--- src/rtl/ife_block_issuer_if.sv ---
// Block capture and issue-bundle bus between the dependence checker,
// the block issuer and the downstream issue consumer.
interface ife_block_issuer_if #(
   parameter int INSTR_WIDTH = 32,
   parameter int BLOCK_SIZE  = 4
);
   logic                                   blk_valid_i;
   logic                                   blk_ready_o;
   logic [BLOCK_SIZE-1:0][INSTR_WIDTH-1:0] blk_instrs_i;
   logic [BLOCK_SIZE-1:0]                  blk_mask_i;
   logic                                   blk_safe_i;
   logic [BLOCK_SIZE-1:0]                  iss_valid_o;
   logic [BLOCK_SIZE-1:0][INSTR_WIDTH-1:0] iss_instrs_o;
   logic                                   iss_parallel_o;
   logic                                   iss_ready_i;

   // Issuer side
   modport slave (
      input  blk_valid_i, blk_instrs_i, blk_mask_i, blk_safe_i, iss_ready_i,
      output blk_ready_o, iss_valid_o, iss_instrs_o, iss_parallel_o
   );

   // Producer/consumer side
   modport master (
      output blk_valid_i, blk_instrs_i, blk_mask_i, blk_safe_i, iss_ready_i,
      input  blk_ready_o, iss_valid_o, iss_instrs_o, iss_parallel_o
   );
endinterface

--- src/rtl/ife_block_issuer.sv ---
// Block issuer: captures one checked block, then issues it either as a single
// parallel bundle (safe) or one instruction per beat on lane 0 (unsafe).
// Keeps saturating counts of completed parallel and serial blocks.
module ife_block_issuer #(
   parameter int INSTR_WIDTH = 32,
   parameter int BLOCK_SIZE  = 4,
   parameter int CNT_WIDTH   = 16
) (
   input  logic                 clk,
   input  logic                 rst_n,
   ife_block_issuer_if.slave    bus,
   input  logic                 flush_i,
   output logic [CNT_WIDTH-1:0] par_cnt_o,
   output logic [CNT_WIDTH-1:0] ser_cnt_o
);

   typedef enum logic [1:0] {S_IDLE = 2'd0, S_PAR = 2'd1, S_SER = 2'd2} state_e;

   localparam logic [BLOCK_SIZE-1:0] LANE0   = BLOCK_SIZE'(1);
   localparam logic [CNT_WIDTH-1:0]  CNT_MAX = '1;

   state_e                                 state_q, state_d;
   logic [BLOCK_SIZE-1:0][INSTR_WIDTH-1:0] instrs_q, instrs_d;
   logic [BLOCK_SIZE-1:0]                  pend_q, pend_d;
   logic [BLOCK_SIZE-1:0]                  iss_valid_q, iss_valid_d;
   logic [BLOCK_SIZE-1:0][INSTR_WIDTH-1:0] iss_instrs_q, iss_instrs_d;
   logic                                   iss_par_q, iss_par_d;
   logic [CNT_WIDTH-1:0]                   par_cnt_q, par_cnt_d;
   logic [CNT_WIDTH-1:0]                   ser_cnt_q, ser_cnt_d;

   logic                                   blk_hs;
   logic [BLOCK_SIZE-1:0][INSTR_WIDTH-1:0] par_lanes;
   logic [BLOCK_SIZE-1:0]                  pend_rest;

   // Isolate the lowest set bit (next slot in program order).
   function automatic logic [BLOCK_SIZE-1:0] lowbit(input logic [BLOCK_SIZE-1:0] m);
      return m & (~m + 1'b1);
   endfunction

   // One-hot mux over the block's slots.
   function automatic logic [INSTR_WIDTH-1:0] pick(
      input logic [BLOCK_SIZE-1:0][INSTR_WIDTH-1:0] v,
      input logic [BLOCK_SIZE-1:0]                  oh
   );
      logic [INSTR_WIDTH-1:0] r;
      r = '0;
      for (int i = 0; i < BLOCK_SIZE; i++) begin
         if (oh[i]) r = r | v[i];
      end
      return r;
   endfunction

   // Ready is a pure state decode, gated by flush so a flush cycle never captures.
   assign bus.blk_ready_o    = (state_q == S_IDLE) && !flush_i;
   assign blk_hs             = bus.blk_valid_i && bus.blk_ready_o;
   assign pend_rest          = pend_q & ~lowbit(pend_q);

   assign bus.iss_valid_o    = iss_valid_q;
   assign bus.iss_instrs_o   = iss_instrs_q;
   assign bus.iss_parallel_o = iss_par_q;
   assign par_cnt_o          = par_cnt_q;
   assign ser_cnt_o          = ser_cnt_q;

   // Parallel bundle: invalid lanes are forced to zero.
   genvar gi;
   generate
      for (gi = 0; gi < BLOCK_SIZE; gi++) begin : g_lane
         assign par_lanes[gi] = bus.blk_mask_i[gi] ? bus.blk_instrs_i[gi] : '0;
      end
   endgenerate

   // State and datapath registers.
   always_ff @(posedge clk or negedge rst_n) begin
      if (!rst_n) begin
         state_q      <= S_IDLE;
         instrs_q     <= '0;
         pend_q       <= '0;
         iss_valid_q  <= '0;
         iss_instrs_q <= '0;
         iss_par_q    <= 1'b0;
         par_cnt_q    <= '0;
         ser_cnt_q    <= '0;
      end else begin
         state_q      <= state_d;
         instrs_q     <= instrs_d;
         pend_q       <= pend_d;
         iss_valid_q  <= iss_valid_d;
         iss_instrs_q <= iss_instrs_d;
         iss_par_q    <= iss_par_d;
         par_cnt_q    <= par_cnt_d;
         ser_cnt_q    <= ser_cnt_d;
      end
   end

   // Next-state selection; flush wins from every state.
   always_comb begin
      state_d = state_q;
      if (flush_i) begin
         state_d = S_IDLE;
      end else begin
         case (state_q)
            S_IDLE: if (blk_hs && (|bus.blk_mask_i))
                       state_d = bus.blk_safe_i ? S_PAR : S_SER;
            S_PAR:  if (bus.iss_ready_i) state_d = S_IDLE;
            S_SER:  if (bus.iss_ready_i && (pend_rest == '0)) state_d = S_IDLE;
            default: state_d = S_IDLE;
         endcase
      end
   end

   // Next values of the issue beat, holding registers and counters.
   always_comb begin
      instrs_d     = instrs_q;
      pend_d       = pend_q;
      iss_valid_d  = iss_valid_q;
      iss_instrs_d = iss_instrs_q;
      iss_par_d    = iss_par_q;
      par_cnt_d    = par_cnt_q;
      ser_cnt_d    = ser_cnt_q;
      if (flush_i) begin
         instrs_d     = '0;
         pend_d       = '0;
         iss_valid_d  = '0;
         iss_instrs_d = '0;
         iss_par_d    = 1'b0;
      end else begin
         case (state_q)
            S_IDLE: begin
               // Zero-mask blocks are accepted and simply dropped.
               if (blk_hs && (|bus.blk_mask_i)) begin
                  instrs_d = bus.blk_instrs_i;
                  if (bus.blk_safe_i) begin
                     pend_d       = '0;
                     iss_valid_d  = bus.blk_mask_i;
                     iss_instrs_d = par_lanes;
                     iss_par_d    = 1'b1;
                  end else begin
                     pend_d          = bus.blk_mask_i;
                     iss_valid_d     = LANE0;
                     iss_instrs_d    = '0;
                     iss_instrs_d[0] = pick(bus.blk_instrs_i, lowbit(bus.blk_mask_i));
                     iss_par_d       = 1'b0;
                  end
               end
            end
            S_PAR: begin
               if (bus.iss_ready_i) begin
                  instrs_d     = '0;
                  iss_valid_d  = '0;
                  iss_instrs_d = '0;
                  iss_par_d    = 1'b0;
                  if (par_cnt_q != CNT_MAX) par_cnt_d = par_cnt_q + 1'b1;
               end
            end
            S_SER: begin
               if (bus.iss_ready_i) begin
                  pend_d = pend_rest;
                  if (pend_rest == '0) begin
                     instrs_d     = '0;
                     iss_valid_d  = '0;
                     iss_instrs_d = '0;
                     if (ser_cnt_q != CNT_MAX) ser_cnt_d = ser_cnt_q + 1'b1;
                  end else begin
                     iss_instrs_d[0] = pick(instrs_q, lowbit(pend_rest));
                  end
               end
            end
            default: ;
         endcase
      end
   end

endmodule

--- src/flat_wrapper.sv ---
// flat-port wrapper written by rule: the top's interface ports become plain ports
module ife_block_issuer_flat 
#(
   parameter int INSTR_WIDTH = 32,
   parameter int BLOCK_SIZE  = 4,
   parameter int CNT_WIDTH   = 16
)
  (clk, rst_n, flush_i, par_cnt_o, ser_cnt_o, bus_blk_valid_i, bus_blk_instrs_i, bus_blk_mask_i, bus_blk_safe_i, bus_iss_ready_i, bus_blk_ready_o, bus_iss_valid_o, bus_iss_instrs_o, bus_iss_parallel_o);
  ife_block_issuer_if #(.INSTR_WIDTH(INSTR_WIDTH), .BLOCK_SIZE(BLOCK_SIZE)) bus_i ();
  input  logic clk;
  input  logic rst_n;
  input  logic flush_i;
  output logic [CNT_WIDTH-1:0] par_cnt_o;
  output logic [CNT_WIDTH-1:0] ser_cnt_o;
  input wire logic [$bits(bus_i.blk_valid_i)-1:0] bus_blk_valid_i;
  input wire logic [$bits(bus_i.blk_instrs_i)-1:0] bus_blk_instrs_i;
  input wire logic [$bits(bus_i.blk_mask_i)-1:0] bus_blk_mask_i;
  input wire logic [$bits(bus_i.blk_safe_i)-1:0] bus_blk_safe_i;
  input wire logic [$bits(bus_i.iss_ready_i)-1:0] bus_iss_ready_i;
  output wire logic [$bits(bus_i.blk_ready_o)-1:0] bus_blk_ready_o;
  output wire logic [$bits(bus_i.iss_valid_o)-1:0] bus_iss_valid_o;
  output wire logic [$bits(bus_i.iss_instrs_o)-1:0] bus_iss_instrs_o;
  output wire logic [$bits(bus_i.iss_parallel_o)-1:0] bus_iss_parallel_o;
  assign bus_i.blk_valid_i = bus_blk_valid_i;
  assign bus_i.blk_instrs_i = bus_blk_instrs_i;
  assign bus_i.blk_mask_i = bus_blk_mask_i;
  assign bus_i.blk_safe_i = bus_blk_safe_i;
  assign bus_i.iss_ready_i = bus_iss_ready_i;
  assign bus_blk_ready_o = bus_i.blk_ready_o;
  assign bus_iss_valid_o = bus_i.iss_valid_o;
  assign bus_iss_instrs_o = bus_i.iss_instrs_o;
  assign bus_iss_parallel_o = bus_i.iss_parallel_o;
  ife_block_issuer #(.INSTR_WIDTH(INSTR_WIDTH), .BLOCK_SIZE(BLOCK_SIZE), .CNT_WIDTH(CNT_WIDTH)) u_core (.clk(clk), .rst_n(rst_n), .bus(bus_i), .flush_i(flush_i), .par_cnt_o(par_cnt_o), .ser_cnt_o(ser_cnt_o));
endmodule
--- config.mk ---
export PLATFORM = sky130hd
export DESIGN_NAME = ife_block_issuer_flat
export DESIGN_NICKNAME = d
export VERILOG_FILES = /design/src/rtl/ife_block_issuer_if.sv /design/src/rtl/ife_block_issuer.sv /design/src/flat_wrapper.sv
export SDC_FILE = /design/constraint.sdc
export NUM_CORES = 1
export LEC_CHECK = 0
export ABC_CLOCK_PERIOD_IN_PS = 2100
export CORE_ASPECT_RATIO = 0.7
export CORE_UTILIZATION = 40
export DETAILED_ROUTE_END_ITERATION = 16
export GPL_TIMING_DRIVEN = 0
export HOLD_SLACK_MARGIN = 0.15
export PLACE_DENSITY = 0.69
export REMOVE_ABC_BUFFERS = 1
export SLEW_MARGIN = 20
export SYNTH_ARGS = -nofsm -noshare
export SYNTH_HDL_FRONTEND = slang
export SYNTH_SLANG_ARGS = --single-unit
--- constraint.sdc ---
create_clock -name clk -period 2.1 [get_ports clk]
set_input_delay 0.42 -clock clk [delete_from_list [all_inputs] [get_ports clk]]
set_output_delay 0.42 -clock clk [all_outputs]
set_load 0.1 [all_outputs]
==> results by group <==
Run status
  • Status: finished with violations
  • Failing checks: negative setup slack

Synthesis
  • Synth cell count leaders: dfrtp_1, a21oi_1, o21ai_0, nand2_1, nand4b_1
  • Mux contribution to synthesized area: 0.00408
  • Synth Instances: 1342
  • Cell with the most instances after synthesis: dfrtp_1
  • Synth Register Bits: roughly 270
  • Main synth FF type: dfrtp_1
  • Synth Area in Compound Gates: 0.252
  • FFs w/ async S/R, synth: 1.00
  • Synth area leader: dfrtp_1
  • Adder-cell share of the synthesized area: 0.00475
  • Seq/Total Area, Yosys: 0.507
  • Xor and xnor area share after synthesis: 0.0193
  • Post-Synth Simple-Gate Area: 0.155
  • Post-synth cell types: between 50 and 60
  • Avg Inst Size Synth: 9.82 µm²
  • Largest cells by area after synthesis: dfrtp_1, nand4b_1, a22o_1, a21oi_1, o21ai_0
  • Cell Area, Synth: 13200 µm²
  • Share of the synthesized area in the top cell type: 0.507
  • Syn. warnings: 0
  • Post-synth EDFFs: 0
  • Largest family of logic cells by synthesized area: compound AO/OA/AOI/OAI gates

Placed design
  • Placed Area: 17000 µm²
  • RePlAce Congestion: 0.857
  • Port Buffers: 303
  • Detailed Place HPWL: around 30000 µm
  • Dpl ws: -1.25 ns

Job
  • Max-cap violation count: 0

Clock network
  • Clk slew on worst S/H paths: 0.06 ns
  • Max clock buf depth: 3
  • H-tree Lvls: 1
  • Clk_lat worst skew: ~0.57 ns
  • CTS sink count: 267
  • CTS tree: done
  • Inserted Clock Buffers: 29
  • Clock root buffer: clkbuf_16

Cells and area
  • Area of the multi-input gates: 6980 µm²
  • # fillers: 2360
  • Fin area: around 21000 µm²
  • Storage element area: 6690 µm²
  • Share of cells above drive strength 1: 0.343
  • Nets@finish: ~1900
  • Synth-to-layout area growth: 62.0%

Drt
  • ANT nets after route: 0
  • DRC: 0
  • Vias per cell: 6.42
  • Number of DRC markers in iteration 0: 1566
  • Vias: 13900
  • WL final: 58700 µm
  • Average wire per standard cell: 27.1 µm
  • 1st-pass router iterations: 7

STA
  • Period utilisation layout: 1.14
  • RSZ-0062 raised after global routing: yes
  • Peak Freq: 418 MHz
  • Final hold slack: ~0.3 ns
  • Fin. Hold Viols: 0
  • Worst setup margin: -0.292 ns
  • Final Max Slew Viols: 0
  • Rel. slew slack: 0.475
  • Clk_skew: just under 0.02 ns
  • Tmin final: 2.39 ns
  • Setup violators final: ~220
  • Worst Tran Pin Value: 0.777 ns

Critical path
  • CP max stage cell: dfrtp_1
  • Crit start category: flip-flop
  • Critical path's most frequent cell: buf_12
  • Buffers plus inverters on the worst setup path: 5
  • CP Cell Sequence: inv_2 > buf_12 > ha_4 > buf_12 > nor3b_2 > nand2_1 > nor3_4 > buf_6 > buf_12 > a22o_1
  • CP top delay family: simple AND/OR/NAND/NOR gates
  • Worst Setup Path Type: reg -> reg
  • CP Capture Type: flip-flop
  • Crit path DAT: 2.89 ns
  • Worst path max stage delay: around 0.40 ns
  • CP required: approximately 2.6 ns
  • CP Max Fanout: 55

Global routing
  • Pin count of the biggest net entering global routing: 95
  • First-pass GRT wire length: 85700 µm
  • Overflow after GRT: 0
  • Vias in the first global route: 13600
  • Antenna violations before repair: 2
  • GRT Overall Usage: 0.334

Die
  • Initial core utilization: 0.408
  • Die area: 33700 µm²
  • FP Rows: 55
  • I/O Pins: slightly above 300
  • Die width: between 200 and 250 µm
  • Die Span Y: approximately 150 µm
  • Core ar.: 32300 µm²

Worst hold path
  • Hold Path Class: in -> reg

Pwr
  • PwrDens: 927 nW/µm²
  • Worst IR Drop VDD: 0.000581 V
  • Overall power: 19800 µW
  • Leak Pwr: 0.00862 µW
-- cell type report --
cell class	count	share of cell area
clock inverters	8	0.00586
well taps	427	0.0250
clock buffers	44	0.0404
diodes	2	0.000234
repair buffers	486	0.281
multi-input cells	891	0.327
flip-flops and latches	267	0.313
inverters	41	0.00756
-- worst reg2reg max path, stage by stage (launching register included) --
cell and delay, ns:
dfrtp_1 0.40, inv_2 0.11, buf_12 0.11, ha_4 0.20, buf_12 0.18, nor3b_2 0.37
nand2_1 0.16, nor3_4 0.30, buf_6 0.17, buf_12 0.15, a22o_1 0.17
-- per-layer routing --
layer,track usage,wire [µm]
met5,0,0
met4,0.132,2250
met3,0.0849,5920
met2,0.504,26400
met1,0.458,24100
-- cell families after synthesis --
family,Yosys count
xor+xnor,29
compound gates,497
flops,267
buf+inv,189
simple gates,350
fa+ha+maj,5
mux,5
-- worst paths after layout --
kind                       slack, ns  depth (start not counted)                start                            to
min in group asynchronous       0.44                          2                rst_n   u_core.bus.iss_instrs_o[57]
min                             0.30                          2              flush_i          u_core.instrs_q[121]
max reg2reg                    -0.29                         10    u_core.state_q[0]  u_core.bus.iss_instrs_o[123]
min reg2reg                     0.49                          1  u_core.par_cnt_o[8]           u_core.par_cnt_o[8]
max in group asynchronous       0.65                          3                rst_n           u_core.ser_cnt_o[6]
max                            -0.29                         10    u_core.state_q[0]  u_core.bus.iss_instrs_o[123]
-- metrics by stage --
stage,util,instances,TNS (ns)
after detailed placement,0.525,1974,-226.58
final,0.660,2166,-36.93
after global routing,0.660,2166,-45.76
after CTS,0.633,2137,-15.54
after global placement,0.499,1924,-5696.91
after floorplan,-,1194,-967.31
-- state kept, by name (all words and copies together) (netlist names) --
name and flops:
u_core.ser_cnt_o 16, u_core.par_cnt_o 16, u_core.bus.iss_valid_o 4, u_core.state_q 2, u_core.pend_q 4, u_core.instrs_q 96, u_core.bus.iss_instrs_o 128, u_core.bus.iss_parallel_o 1
-- power breakdown --
group	leakage, µW	internal, µW	switching, µW
combinational	0.00451	2990	5270
sequential	0.00363	5690	442
clock	0.000482	3180	2220
-- repair_timing --
action,CTS,global route
endpoints found under the hold margin,85,0
cloned,27,8
gates resized for setup,724,187
hold buffers,1,0
pin swaps,78,100
setup endpoints to repair,412,258
buffers inserted,85,24
-- cells in the final DEF (no fill, tap or decap), drive strengths merged, types with 4 or more instances in the layout --
| master | n |
|---|---|
| nand3 | 44 |
| ha | 5 |
| dfrtp | 267 |
| clkdlybuf4s50 | 132 |
| xnor2 | 15 |
| buf | 177 |
| o21ai | 136 |
| a2111oi | 4 |
| a22o | 97 |
| nand4b | 100 |
| and3 | 6 |
| nand4 | 5 |
| inv | 39 |
| o211a | 5 |
| clkinv | 4 |
| clkdlybuf4s15 | 165 |
| and2 | 5 |
| a221oi | 64 |
| o32ai | 32 |
| and4 | 4 |
| nor2 | 42 |
| a211oi | 7 |
| clkbuf | 51 |
| bufbuf | 4 |
| xor2 | 14 |
| nor3b | 4 |
| a21oi | 140 |
| or3 | 5 |
| nand2 | 119 |
| nor3 | 7 |
(Power assumes the default switching activity.)
